--- src/rtl/vreg_load_ctrl.sv ---
// vreg_load_ctrl: sequences vertical_reg through a convolution tile job.
// Each window gets one enable pulse from ISSUE, a K-cycle feature-buffer
// read burst, a wait for shift_done, and a PRESENT phase that holds
// win_valid until downstream acknowledges. Feature banks ping-pong per window.
//
// Build option: define VREG_CTRL_TIMEOUT_EN to add a WAIT_SHIFT watchdog
// that raises a sticky err and aborts the job after TIMEOUT_CYCLES.
//
// Handshakes:
//   buf_rdy/enable : in ISSUE, enable and the first buf_rd_en beat fire in
//                    the cycle buf_rdy is 1; the remaining K-1 read beats
//                    follow unconditionally.
//   win_valid/consume_done : win_valid rises the cycle after shift_done and
//                    stays high until the cycle consume_done is sampled;
//                    it drops on the following cycle.
module vreg_load_ctrl #(
  parameter int CNT_WIDTH      = 16,
  parameter int TIMEOUT_CYCLES = 64
) (
  input  logic                 clk,
  input  logic                 rst,
  input  logic                 start,
  input  logic [1:0]           cfg_kn_size_mode,
  input  logic [CNT_WIDTH-1:0] cfg_num_win,
  input  logic                 cfg_shift_mod,
  input  logic                 buf_rdy,
  input  logic                 shift_done,
  input  logic                 consume_done,
  output logic                 enable,
  output logic                 in_select,
  output logic                 shift_mod,
  output logic [1:0]           kn_size_mode,
  output logic                 buf_rd_en,
  output logic                 win_valid,
  output logic                 busy,
  output logic                 done,
  output logic [CNT_WIDTH-1:0] win_cnt,
  output logic                 err,
  output logic [2:0]           dbg_state
);

  localparam logic [1:0] KERNEL_SIZE_5_MODE = 2'b00;
  localparam logic [1:0] KERNEL_SIZE_3_MODE = 2'b01;
  localparam logic [1:0] KERNEL_SIZE_1_MODE = 2'b10;

  typedef enum logic [2:0] {
    S_IDLE       = 3'd0,
    S_ISSUE      = 3'd1,
    S_WAIT_SHIFT = 3'd2,
    S_PRESENT    = 3'd3,
    S_FINISH     = 3'd4
  } state_t;

  state_t               state_q, state_d;
  logic                 in_sel_q, in_sel_d;
  logic [1:0]           mode_q, mode_d;
  logic                 smod_q, smod_d;
  logic [CNT_WIDTH-1:0] num_win_q, num_win_d;
  logic [CNT_WIDTH-1:0] win_cnt_q, win_cnt_d;
  logic [2:0]           burst_q, burst_d;

  logic [2:0]           k_cols;
  logic                 accept;
  logic                 issue_fire;
  logic                 shift_fire;
  logic                 consume_fire;
  logic                 timeout_fire;
  logic [CNT_WIDTH-1:0] win_cnt_inc;
  logic                 last_win;

`ifdef VREG_CTRL_TIMEOUT_EN
  localparam int WD_W = $clog2(TIMEOUT_CYCLES + 1);
  localparam logic [WD_W-1:0] WD_LAST = WD_W'(TIMEOUT_CYCLES - 1);

  logic [WD_W-1:0] wd_q, wd_d;
  logic            err_q, err_d;
`endif

  // Column count K per window; the unused code 2'b11 loads like 5_MODE.
  always_comb begin
    k_cols = 3'd5;
    case (mode_q)
      KERNEL_SIZE_5_MODE: k_cols = 3'd5;
      KERNEL_SIZE_3_MODE: k_cols = 3'd3;
      KERNEL_SIZE_1_MODE: k_cols = 3'd1;
      default:            k_cols = 3'd5;
    endcase
  end

  // Qualified events; each is only meaningful in its own state.
  always_comb begin
    accept       = (state_q == S_IDLE) && start;
    issue_fire   = (state_q == S_ISSUE) && buf_rdy;
    shift_fire   = (state_q == S_WAIT_SHIFT) && shift_done;
    consume_fire = (state_q == S_PRESENT) && consume_done;
    win_cnt_inc  = (win_cnt_q == {CNT_WIDTH{1'b1}}) ? win_cnt_q
                                                    : win_cnt_q + CNT_WIDTH'(1);
    last_win     = (win_cnt_inc == num_win_q);
`ifdef VREG_CTRL_TIMEOUT_EN
    timeout_fire = (state_q == S_WAIT_SHIFT) && !shift_done && (wd_q == WD_LAST);
`else
    timeout_fire = 1'b0;
`endif
  end

  // State register.
  always_ff @(posedge clk) begin
    if (!rst) begin
      state_q <= S_IDLE;
    end else begin
      state_q <= state_d;
    end
  end

  // Next-state logic.
  always_comb begin
    state_d = state_q;
    case (state_q)
      S_IDLE: begin
        if (start) begin
          state_d = (cfg_num_win == '0) ? S_FINISH : S_ISSUE;
        end
      end
      S_ISSUE: begin
        if (buf_rdy) begin
          state_d = S_WAIT_SHIFT;
        end
      end
      S_WAIT_SHIFT: begin
        if (shift_done) begin
          state_d = S_PRESENT;
        end else if (timeout_fire) begin
          state_d = S_FINISH;
        end
      end
      S_PRESENT: begin
        if (consume_done) begin
          state_d = last_win ? S_FINISH : S_ISSUE;
        end
      end
      S_FINISH: begin
        state_d = S_IDLE;
      end
      default: begin
        state_d = S_IDLE;
      end
    endcase
  end

  // Datapath next values: job config latch, bank toggle, window count, read burst.
  always_comb begin
    in_sel_d  = in_sel_q;
    mode_d    = mode_q;
    smod_d    = smod_q;
    num_win_d = num_win_q;
    win_cnt_d = win_cnt_q;
    burst_d   = burst_q;
`ifdef VREG_CTRL_TIMEOUT_EN
    wd_d      = wd_q;
    err_d     = err_q;
`endif

    if (accept) begin
      mode_d    = cfg_kn_size_mode;
      smod_d    = cfg_shift_mod;
      num_win_d = cfg_num_win;
      win_cnt_d = '0;
      in_sel_d  = 1'b0;
`ifdef VREG_CTRL_TIMEOUT_EN
      err_d     = 1'b0;
`endif
    end

    // The bank flips only once the loaded window is complete, so the select
    // stays put for the enable cycle and the whole burst.
    if (shift_fire) begin
      in_sel_d = ~in_sel_q;
    end

    if (consume_fire) begin
      win_cnt_d = win_cnt_inc;
    end

    // burst_q counts the read beats still owed after the issue cycle.
    if (issue_fire) begin
      burst_d = k_cols - 3'd1;
    end else if (burst_q != 3'd0) begin
      burst_d = burst_q - 3'd1;
    end

`ifdef VREG_CTRL_TIMEOUT_EN
    if (issue_fire) begin
      wd_d = '0;
    end else if ((state_q == S_WAIT_SHIFT) && (wd_q != WD_LAST)) begin
      wd_d = wd_q + WD_W'(1);
    end
    if (timeout_fire) begin
      err_d = 1'b1;
    end
`endif
  end

  // Datapath registers; reset clears config, count, bank and any open burst.
  always_ff @(posedge clk) begin
    if (!rst) begin
      in_sel_q  <= 1'b0;
      mode_q    <= 2'b00;
      smod_q    <= 1'b0;
      num_win_q <= '0;
      win_cnt_q <= '0;
      burst_q   <= 3'd0;
    end else begin
      in_sel_q  <= in_sel_d;
      mode_q    <= mode_d;
      smod_q    <= smod_d;
      num_win_q <= num_win_d;
      win_cnt_q <= win_cnt_d;
      burst_q   <= burst_d;
    end
  end

`ifdef VREG_CTRL_TIMEOUT_EN
  // Watchdog counter and sticky timeout flag.
  always_ff @(posedge clk) begin
    if (!rst) begin
      wd_q  <= '0;
      err_q <= 1'b0;
    end else begin
      wd_q  <= wd_d;
      err_q <= err_d;
    end
  end
`endif

  // Output decode from state and registered datapath.
  always_comb begin
    enable       = issue_fire;
    buf_rd_en    = issue_fire || (burst_q != 3'd0);
    win_valid    = (state_q == S_PRESENT);
    busy         = (state_q != S_IDLE);
    done         = (state_q == S_FINISH);
    in_select    = in_sel_q;
    shift_mod    = smod_q;
    kn_size_mode = mode_q;
    win_cnt      = win_cnt_q;
    dbg_state    = state_q;
`ifdef VREG_CTRL_TIMEOUT_EN
    err          = err_q;
`else
    err          = 1'b0;
`endif
  end

endmodule

--- config.mk ---
export PLATFORM = sky130hd
export DESIGN_NAME = vreg_load_ctrl
export DESIGN_NICKNAME = d
export VERILOG_FILES = /design/src/rtl/vreg_load_ctrl.sv
export SDC_FILE = /design/constraint.sdc
export NUM_CORES = 1
export LEC_CHECK = 0
export CORE_MARGIN = 4
export CORE_UTILIZATION = 35
export DETAILED_ROUTE_END_ITERATION = 16
export GPL_TIMING_DRIVEN = 1
export HOLD_SLACK_MARGIN = 0.02
export PLACE_DENSITY_LB_ADDON = 0.25
export SYNTH_ARGS = -nofsm -noshare
export SYNTH_HDL_FRONTEND = slang
export SYNTH_SLANG_ARGS = --single-unit
--- constraint.sdc ---
create_clock -name clk -period 2.9 [get_ports clk]
set_input_delay 0.58 -clock clk [delete_from_list [all_inputs] [get_ports clk]]
set_output_delay 0.58 -clock clk [all_outputs]
set_load 0.01 [all_outputs]
# --- Word-level counts from Yosys, hierarchy flattened ---
# Cells that the tools add are included.
op_classes:
  reduce_logical: 13
  magnitude_cmp: 0
  n_eq_ne: 12
  mux: 15
  n_div: 0
  add_sub_neg: 3
  n_mul: 0
  bitwise: 1
  shift: 0
ops:
  columns: ["op", "count"]
  rows:
  - ["16-bit two-way mux", 3]
  - ["3-bit two-way mux", 8]
  - ["16-bit by 1-bit adder with 16-bit output, second input constant", 1]
  - ["16-bit == test", 1]
  - ["16-bit == test, second input constant", 1]
  - ["16-bit zero test", 1]
  - ["3-bit one-hot mux with 4 select lines", 1]
  - ["2-bit inequality test, second input constant", 4]
  - ["3-bit by 2-bit == test with 1-bit output, second input constant", 2]
  - ["3-bit one-hot mux with 2 select lines", 1]
  - ["2-bit nonzero test", 3]
  - ["3-bit nonzero test", 2]
  - ["3-bit by 1-bit subtractor with 3-bit output, second input constant", 2]
  - ["1-bit logical AND", 4]
  - ["4-bit AND reduction", 1]
  - ["3-bit by 1-bit == test with 1-bit output, second input constant", 1]
  - ["3-bit == test, second input constant", 1]
  - ["3-bit zero test", 1]
  - ["2-bit by 1-bit == test with 1-bit output, second input constant", 1]
  - ["2-bit == test, second input constant", 1]
  - ["1-bit two-way mux", 2]
  - ["1-bit logical OR", 1]
  - ["1-bit NOT", 1]
totals:
  ff_bits: 42
  mem_bits_ro: 0
  word_cells: 51
  mem_bits_rw: 0
  in_bits: 25
  mem_count: 0
  latchBits: 0
  out_inout_bits: 29

# --- Longest topological paths before layout ---
# Gate-level depths: netlist (run 1).
depth:
  depth_word: 6
  ltp_mapped: 11
  depth_no_buf: 9

# --- Worst setup path after synthesis (run 1) ---
# OpenSTA, ideal clock, no wires.
synth_timing:
  path_kind: "reg-to-reg"
  start: "register win_cnt_q[1], in the netlist win_cnt[1]"
  end: "register state_q[2], in the netlist dbg_state[2]"
  stages_incl_launch_ff: 12
  n_path_buf: 2
  arrival_ns: 2.700
  setup_time_ns: 0.087
  synth_period_minus_slack_ns: 2.787
  slack_ns: 0.113
  path_cell_list: "dfxtp_1 -> ha_1 -> buf_2 -> nand3_1 -> nor4_1 -> clkbuf_1 -> nor2_1 -> xnor2_1 -> a2111o_1 -> nor4_2 -> a21oi_1 -> nor4b_2"
synth_via:
  elab_chain_len: 6
  elab_cells_between_ends: 7
  classes_between: "add/sub (1); eq/ne (2); mux (4)"
synth_lines:
  columns: ["element", "line_no", "text"]
  rows:
  - ["start: declaration", "59", "logic [CNT_WIDTH-1:0] win_cnt_q, win_cnt_d;"]
  - ["start signal: assignment", "217", "win_cnt_q <= win_cnt_d;"]
  - ["16-bit by 1-bit adder with 16-bit output / 16-bit == test (equally long branches)", "97, 96", null]
  - ["16-bit two-way mux *", "96", "win_cnt_inc = (win_cnt_q == {CNT_WIDTH{1'b1}}) ? win_cnt_q"]
  - ["16-bit == test *", "98", "last_win = (win_cnt_inc == num_win_q);"]
  - ["3-bit two-way mux *", "138", "state_d = last_win ? S_FINISH : S_ISSUE;"]
  - ["3-bit two-way mux *", "137", "if (consume_done) begin"]
  - ["3-bit one-hot mux with 4 select lines *", "118", "case (state_q)"]
  - ["end signal: assignment", "111", "state_q <= state_d;"]
  - ["end: declaration", "54", "state_t state_q, state_d;"]
# Mark *: on every way between the ends. The rest lies on a longest branch, timed or not. The select of a mux whose other input is x is not followed.
# A chain may end at the register's enable or synchronous reset.

# --- Worst setup path in the final report (run 1) ---
layout_timing:
  start: "register win_cnt_q[4], in the netlist win_cnt[4]"
  end: "register state_q[0], in the netlist dbg_state[0]"
# Same word-level chain as after synthesis.

==> results of run 1 <==
kinds of logic after synthesis:
family	count (synthesis)
AOI/OAI and AO/OA	79
xor gates and xnor gates	24
adders and majority gates	3
buffers and inverters	34
DFF	42
muxes	7
other	1
and+or+nand+nor	151
what timing repair did:
action / CTS / global route
endpoints found under the setup margin: 0 / 2
hold buffers: 0 / 0
resized for setup: 0 / 11
hold endpoints to repair: 0 / 0
placed cells by master (no fill, tap or decap), drive strengths merged, types with 11 or more instances in the layout:
cell,n
a21oi,34
xnor2,17
nor2,29
dfxtp,42
o21ai,17
buf,30
clkdlybuf4s50,52
nor3,11
nand2,62
flip-flops by register name, summed over array words and instances, names as in the netlist:
register / count
win_cnt: 16
dbg_state: 3
shift_mod: 1
kn_size_mode: 2
in_select: 1
num_win_q: 16
burst_q: 3
power groups by stage:
stage	Sequential, mW	Combinational, mW	Clock (mW)
floorplan	0.667	0.236	0
global placement	0.680	0.366	0
detailed placement	0.681	0.369	0
CTS	0.668	0.371	0.485
global route	0.675	0.422	0.505
finish	0.668	0.377	0.474
layer usage:
metal | part of all wire (%) | GRT usage, % | wire [um] | up-vias
met5 | 0 | 0 | 0 | -
met4 | 1.9 | 8.791 | 148 | 0
met3 | 6.6 | 3.862 | 505 | 12
met2 | 44 | 25.55 | 3363 | 108
met1 | 47 | 24.12 | 3587 | 1205
li1 | - | - | - | 1334
final timing paths:
path / start / endpoint / slack (ps) / cells after the start
worst min-delay path: burst_q[0] / burst_q[0] / 430 / 1
worst min register to register: burst_q[0] / burst_q[0] / 430 / 1
worst max-delay path: win_cnt[4] / dbg_state[0] / 110 / 9
worst max register to register: win_cnt[4] / dbg_state[0] / 110 / 9
stage by stage:
step	instances	utilization, %
global route	499	49.75
detailed placement	491	47.46
CTS	499	49.05
global placement	491	47.46
floorplan	341	-
finish	499	49.75
area by class of cell:
| class | count | area [um2] | share of cell area, % |
|---|---|---|---|
| clock inverters | 2 | 37.54 | 1.087 |
| clock buffers | 6 | 72.57 | 2.101 |
| repair buffers | 82 | 745.7 | 21.59 |
| multi-input cells | 265 | 1610 | 46.61 |
| flip-flops and latches | 42 | 845.8 | 24.48 |
| well taps | 96 | 120.1 | 3.477 |
| inverters | 6 | 22.52 | 0.6519 |
==> parameters.txt, run 1 <==
Parameter                              Value

Global route
  GRT Residual Overflow ... 0
  Number of global-route vias before repair ... 2453
  Tot GR Track Use ... between 15 and 20%
  Pin count of the biggest net entering global routing ... 24
  Antenna violations before repair ... 0
  Global-route wire length before repair ... 12.14 mm

Drt
  Antenna violation net count after detailed routing ... 0
  Total Wirelength ... roughly 7.6 mm
  Number of design-rule violations left by the first detailed-router iteration ... ~210
  Average vias per placed instance ... 5.329
  Total iterations of the first detailed-routing run ... 4
  Wire per inst ... 15.24 um
  DRC Markers ... 0
  Via total after detailed routing ... 2659

Clocking
  Clk pin slew, worst setup/hold paths ... 80 ps
  H-tree level count ... 2
  Num Clock Sinks ... 42
  Maximum clock insertion buffer count ... 2
  TritonCTS Buffers ... 5
  Root buf cell ... clkbuf_8
  Total setup buffers inserted after CTS ... 0
  CTS tree ... done
  Insertion delay of the later-clocked pin in the worst-skew pair ... 310 ps

Pwr
  Proportion of total power due to net switching ... 30.05%
  Worst-case vdd ir drop ... 0.0003457 V
  Areal power density over the cells ... roughly 440 nW/um2
  Sw Pwr ... 0.4565 mW
  Part of the total power dissipated in sequential elements ... between 40% and 50%
  Clock group share of total power ... a little under a third
  P_leak ... around 1.2 nW
  Cell internal pwr ... 1.062 mW
  Overall Power ... 1.519 mW
  Combinational Power Share ... between 20% and 30%

Logic synthesis
  Combinational family with the most area after synthesis ... simple AND/OR/NAND/NOR gates
  Portion of netlist area occupied by mux cells ... 2.786%
  #FFs+latches synth ... 42
  Most common cell in the netlist ... nand2_1
  Post-synthesis cell count ... 341
  Post-synth EDFFs ... 0
  Distinct cell type count after synthesis ... 54
  Flip-flop cell with the highest count after synthesis ... dfxtp_1
  Warnings from Yosys ... 0
  Xor and xnor fraction of the mapped netlist area ... 8.211%
  Post-synthesis share of cell area spent on full adders, half adders and majority gates ... under 10%
  Combined area of all synthesized cells ... 2560 um2
  Sequential element share of the synthesized area ... 32.84%
  Cell taking the most area after synthesis ... dfxtp_1
  Post-synthesis async set-or-reset flop share ... 0%
  Cell types occupying the most area after synthesis ... dfxtp_1, nand2_1, a21oi_1
  Share of the synthesized area in compound gates (AO/OA/AOI/OAI) ... 19.01%
  Net count after synthesis ... 369
  Most common library cells after synthesis ... nand2_1, dfxtp_1, a21oi_1
  Syn Area/Cell ... 7.507 um2
  Share of Yosys cell area claimed by the top area cell type ... 32.84%
  Synth Area in Simple Gates ... 29.57%

Floorplan
  Horizontal die dimension ... between 90 and 100 um
  Area inside the core boundary ... 6944 um2
  Initial standard-cell utilization of the core ... 36.86%
  DIE AREA ... approximately 8700 um2
  Number of placement rows ... 30
  Boundary Pins ... 54
  Die Span Y ... 93.52 um

STA
  Fin Clk Skew ... 12.36 ps
  Worst hold slack ... approximately 430 ps
  Time the final worst path needs with I/O delays and setup ... ~2800 ps
  Final worst path period share ... 96.14%
  Count of final hold-check violations ... 0
  Final total negative setup slack ... 0 ps
  Transition at the pin with the smallest max-transition slack ... 842.4 ps
  Upper clock frequency limit ... between 300 and 400 MHz
  Rel. slew slack ... 43.78%
  # setup viols final ... 0
  Crit path setup slack, layout ... between 100 and 150 ps
  RSZ-0062 raised after global routing ... false
  Total count of max-transition violations in the final report ... 0

Placed design
  Total placed instance area ... 3296 um2
  Place WS ... 130.6 ps
  Detailed-placement wirelength estimate ... 5.747 mm
  Placer's final routability congestion estimate ... 0.9295
  Count of buffers inserted at the top-level ports ... 52

Setup path
  Dominant delay contributor by cell family on the critical path ... simple AND/OR/NAND/NOR gates
  Element type at the critical path end ... register
  Library cell contributing the largest single delay on the critical path ... or4_4
  CP bufs+invs ... 1
  Critical Path Max Stage Delay ... 560 ps
  Arrival time at the worst endpoint ... 2940 ps
  Required @ worst endpoint ... a little over 3000 ps
  Startpoint type of the worst setup path ... register
  Biggest fanout along the worst timing path ... 10
  Startpoint-to-endpoint class of the critical path ... register to register
  Worst-path cell chain ... nand4_1 > or4_4 > buf_4 > o21ai_0 > a32oi_1 > a2111o_1 > nor4_4 > o221a_1 > nor3_1

Worst hold path
  Class of the tightest hold or removal check ... register to register

Cells and area
  Area overhead of the layout relative to synthesis ... 34.95%
  Post-route design area ... approximately 3500 um2
  Filler cell count ... 689
  Fraction of final layout cells sized beyond drive strength 1 ... 12.90%
  Number of diodes added for antenna fixing ... 0
  Number of nets in the finished design ... 430

Run
  Total of max-cap violations ... 0

Run status
  Outcome ... finished, final reports clean
Note: power is estimated with default switching activity, not from simulation.
==> inputs of run 2 (changes only) <==
==> constraint.sdc (replaced) <==
create_clock -name clk -period 2.9 [get_ports clk]
set_input_delay 0.435 -clock clk [delete_from_list [all_inputs] [get_ports clk]]
set_output_delay 0.435 -clock clk [all_outputs]
set_load 0.01 [all_outputs]
==> run 2 against run 1 <==
  * Setup slack gained 7.9 ps
  * Flip-flop and latch count is the same
  * Combinational power shrank 2%
  * Total power shrank 5.4%
  * Critical path depth grew 2
  * Maximum frequency grew 0.28%
  * Largest cell class unchanged
  * Utilization shrank 0.94 points
  * Non-clock buffer count shrank 1
==> parameters.txt, run 2 (synthesized netlist as in run 1, its figures left out) <==
Parameter                              Value

Clocking
  CTS tree ... done (unchanged)
  Maximum clock insertion buffer count ... 2 (unchanged)
  TritonCTS Buffers ... 5 (unchanged)
  Num Clock Sinks ... 42 (unchanged)
  Number of hold buffers added after CTS ... 0 (unchanged)
  Clk pin slew, worst setup/hold paths ... 80 ps (about the same)
  H-tree level count ... 2 (unchanged)
  Root buf cell ... clkbuf_8 (unchanged)
  Insertion delay of the later-clocked pin in the worst-skew pair ... 300 ps (was 310 ps)

Setup path
  Startpoint-to-endpoint class of the critical path ... register to register (unchanged)
  Element type at the critical path end ... register (unchanged)
  Library cell contributing the largest single delay on the critical path ... or4_4 (unchanged)
  Worst R2R End ... dbg_state[2] (was dbg_state[0])
  Startpoint type of the worst setup path ... register (unchanged)
  Worst-case register-to-register setup slack ... 120 ps (was 110 ps)
  Biggest fanout along the worst timing path ... 10 (unchanged)
  Number of cell instances on the worst register-to-register path ... 11 (was 9)
  CP bufs+invs ... 2 (was 1)
  Reg2reg start ... win_cnt[0] (was win_cnt[4])
  Dominant delay contributor by cell family on the critical path ... simple AND/OR/NAND/NOR gates (unchanged)
  Required @ worst endpoint ... 3120 ps (was 3050 ps)
  Worst-path cell chain ... ha_1 > nand3_1 > or4_4 > buf_4 > a21oi_1 > xnor2_1 > o2111ai_1 > nor4_2 > buf_4 > a21oi_1 > nor4b_2 (was nand4_1 > or4_4 > buf_4 > o21ai_0 > a32oi_1 > a2111o_1 > nor4_4 > o221a_1 > nor3_1)
  Arrival time at the worst endpoint ... 3000 ps (was 2940 ps)
  Critical Path Max Stage Delay ... 590 ps (was 560 ps)
  Stages on worst setup path ... 11 (was 9)

Pwr
  Clock group share of total power ... 27.9% (was 31.2%)
  P_leak ... 1.191 nW (was 1.201 nW)
  Overall Power ... 1.437 mW (was 1.519 mW)
  Worst-case vdd ir drop ... 0.0002937 V (was 0.0003457 V)
  Combinational Power Share ... 25.6% (was 24.8%)
  Part of the total power dissipated in sequential elements ... 46.5% (was 44.0%)
  Areal power density over the cells ... 424.1 nW/um2 (was 439.7 nW/um2)
  Proportion of total power due to net switching ... 30.87% (was 30.05%)
  Cell internal pwr ... 0.9936 mW (was 1.062 mW)
  Sw Pwr ... 0.4438 mW (was 0.4565 mW)

STA
  Final total negative setup slack ... 0 ps (unchanged)
  Final worst path period share ... 95.86% (was 96.14%)
  Crit path setup slack, layout ... 119.9 ps (was 112.0 ps)
  # setup viols final ... 0 (unchanged)
  Rel. slew slack ... 59.52% (was 43.78%)
  RSZ-0062 raised after global routing ... false (unchanged)
  Total count of max-transition violations in the final report ... 0 (unchanged)
  Time the final worst path needs with I/O delays and setup ... 2780 ps (was 2788 ps)
  Transition at the pin with the smallest max-transition slack ... 607.1 ps (was 842.4 ps)
  Upper clock frequency limit ... 359.7 MHz (was 358.7 MHz)
  Count of final hold-check violations ... 0 (unchanged)
  Fin Clk Skew ... 3.155 ps (was 12.36 ps)

Cells and area
  Area used by sequential logic in the layout ... 840.8 um2 (was 845.8 um2)
  Most common cell after layout, fill and taps aside ... nand2_1 (unchanged)
  Filler-free cell count of the finished design ... 498 (was 499)
  Filler cell count ... 734 (was 689)
  Number of nets in the finished design ... 429 (was 430)
  Fraction of final layout cells sized beyond drive strength 1 ... 11.19% (was 12.90%)
  Number of diodes added for antenna fixing ... 0 (unchanged)
  Area overhead of the layout relative to synthesis ... 32.40% (was 34.95%)
  Leading cell types in the layout, fill and taps excluded ... nand2_1, clkdlybuf4s50_1, dfxtp_1, a21oi_1 (was nand2_1, clkdlybuf4s50_1, dfxtp_1, a21oi_1, buf_4)
  Multi-input combinational cell area ... 1573 um2 (was 1610 um2)
  Final core occ ... 48.81% (was 49.75%)

Global route
  Pin count of the biggest net entering global routing ... 34 (was 24)
  Antenna violations before repair ... 0 (unchanged)
  Number of global-route vias before repair ... 2428 (was 2453)
  GRT Residual Overflow ... 0 (unchanged)
  Tot GR Track Use ... 17.35% (was 17.53%)
  Global-route wire length before repair ... 12.12 mm (was 12.14 mm)

Drt
  Total Wirelength ... 7.484 mm (was 7.605 mm)
  Via total after detailed routing ... 2625 (was 2659)
  Antenna violation net count after detailed routing ... 0 (unchanged)
  Total iterations of the first detailed-routing run ... 4 (unchanged)
  Number of design-rule violations left by the first detailed-router iteration ... 129 (was 206)
  DRC Markers ... 0 (unchanged)
  Wire per inst ... 15.03 um (was 15.24 um)
  Average vias per placed instance ... 5.271 (was 5.329)

Worst hold path
  Hold Crit Depth ... 1 (unchanged)
  Class of the tightest hold or removal check ... register to register (unchanged)
  Hold worst-path end ... burst_q[0] (unchanged)
  Source of the worst hold timing path ... burst_q[0] (unchanged)

Floorplan
  Boundary Pins ... 54 (unchanged)
  Area inside the core boundary ... 6944 um2 (unchanged)
  Number of placement rows ... 30 (unchanged)
  Horizontal die dimension ... 93.52 um (unchanged)
  Die Span Y ... 93.52 um (unchanged)
  DIE AREA ... 8746 um2 (unchanged)
  Initial standard-cell utilization of the core ... 36.86% (unchanged)

Placed design
  Placer's final routability congestion estimate ... 0.9326 (was 0.9295)
  Place WS ... 137.7 ps (was 130.6 ps)
  Count of buffers inserted at the top-level ports ... 52 (unchanged)
  Total placed cells including tap cells ... 489 (was 491)
  Detailed-placement wirelength estimate ... 5.701 mm (was 5.747 mm)

Run status
  Outcome ... finished, final reports clean (unchanged)

Run
  Total of max-cap violations ... 0 (unchanged)
run 2: final cells by class:
class,count,area share [%]
Clock buffer,6,2.436
Clock inverter,2,0.3691
Inverter,6,0.6645
Multi-Input combinational cell,265,46.40
Sequential cell,42,24.81
Tap cell,96,3.544
Timing Repair Buffer,81,21.78
run 2: metal layers:
layer  vias up  global-route usage, %  share of wire, %
met1      1195                  23.83                48
met4         0                  4.884               1.3
li1       1333                      -                 -
met3         9                  3.138               6.2
met2        88                  27.70                45
met5         -                      0                 0
run 2: power groups by stage:
stage	combinational, mW	sequential [mW]	clock [mW]
2_1_floorplan	0.236	0.667	0
3_3_place_gp	0.363	0.680	0
3_5_place_dp	0.366	0.681	0
4_1_cts	0.370	0.667	0.412
5_1_grt	0.411	0.674	0.437
6_report	0.368	0.668	0.402
run 2: repair_timing:
| action | CTS | global route |
|---|---|---|
| buffers inserted | 0 | 1 |
| gates resized for setup | 0 | 1 |
| endpoints found under the setup margin | 0 | 2 |
run 2: stage by stage:
stage | hold slack (ps) | instance area, um2
global route | 436.7 | 3390
global placement | 412.2 | 3281
finish | 427.2 | 3390
floorplan | 401.2 | 2560
detailed placement | 413.7 | 3281
CTS | 425.8 | 3376
run 2: worst max-delay path by stage:
| stage | startpoint | endpoint | slack, ps |
|---|---|---|---|
| final | win_cnt[0] | dbg_state[2] | 120 |
| after global routing | win_cnt[0] | dbg_state[2] | 20 |
| after CTS | win_cnt[1] | dbg_state[2] | 50 |
| after detailed placement | win_cnt[1] | dbg_state[2] | 140 |
| after global placement | win_cnt[0] | dbg_state[2] | 260 |
| after floorplan | win_cnt[1] | dbg_state[2] | 110 |
run 2: worst reg2reg max path, cell delays in order (launching register included):
cell and delay [ps]:
dfxtp_1 340, ha_1 170, nand3_1 210, or4_4 600
buf_4 190, a21oi_1 200, xnor2_1 150, o2111ai_1 150
nor4_2 260, buf_4 160, a21oi_1 70, nor4b_2 200
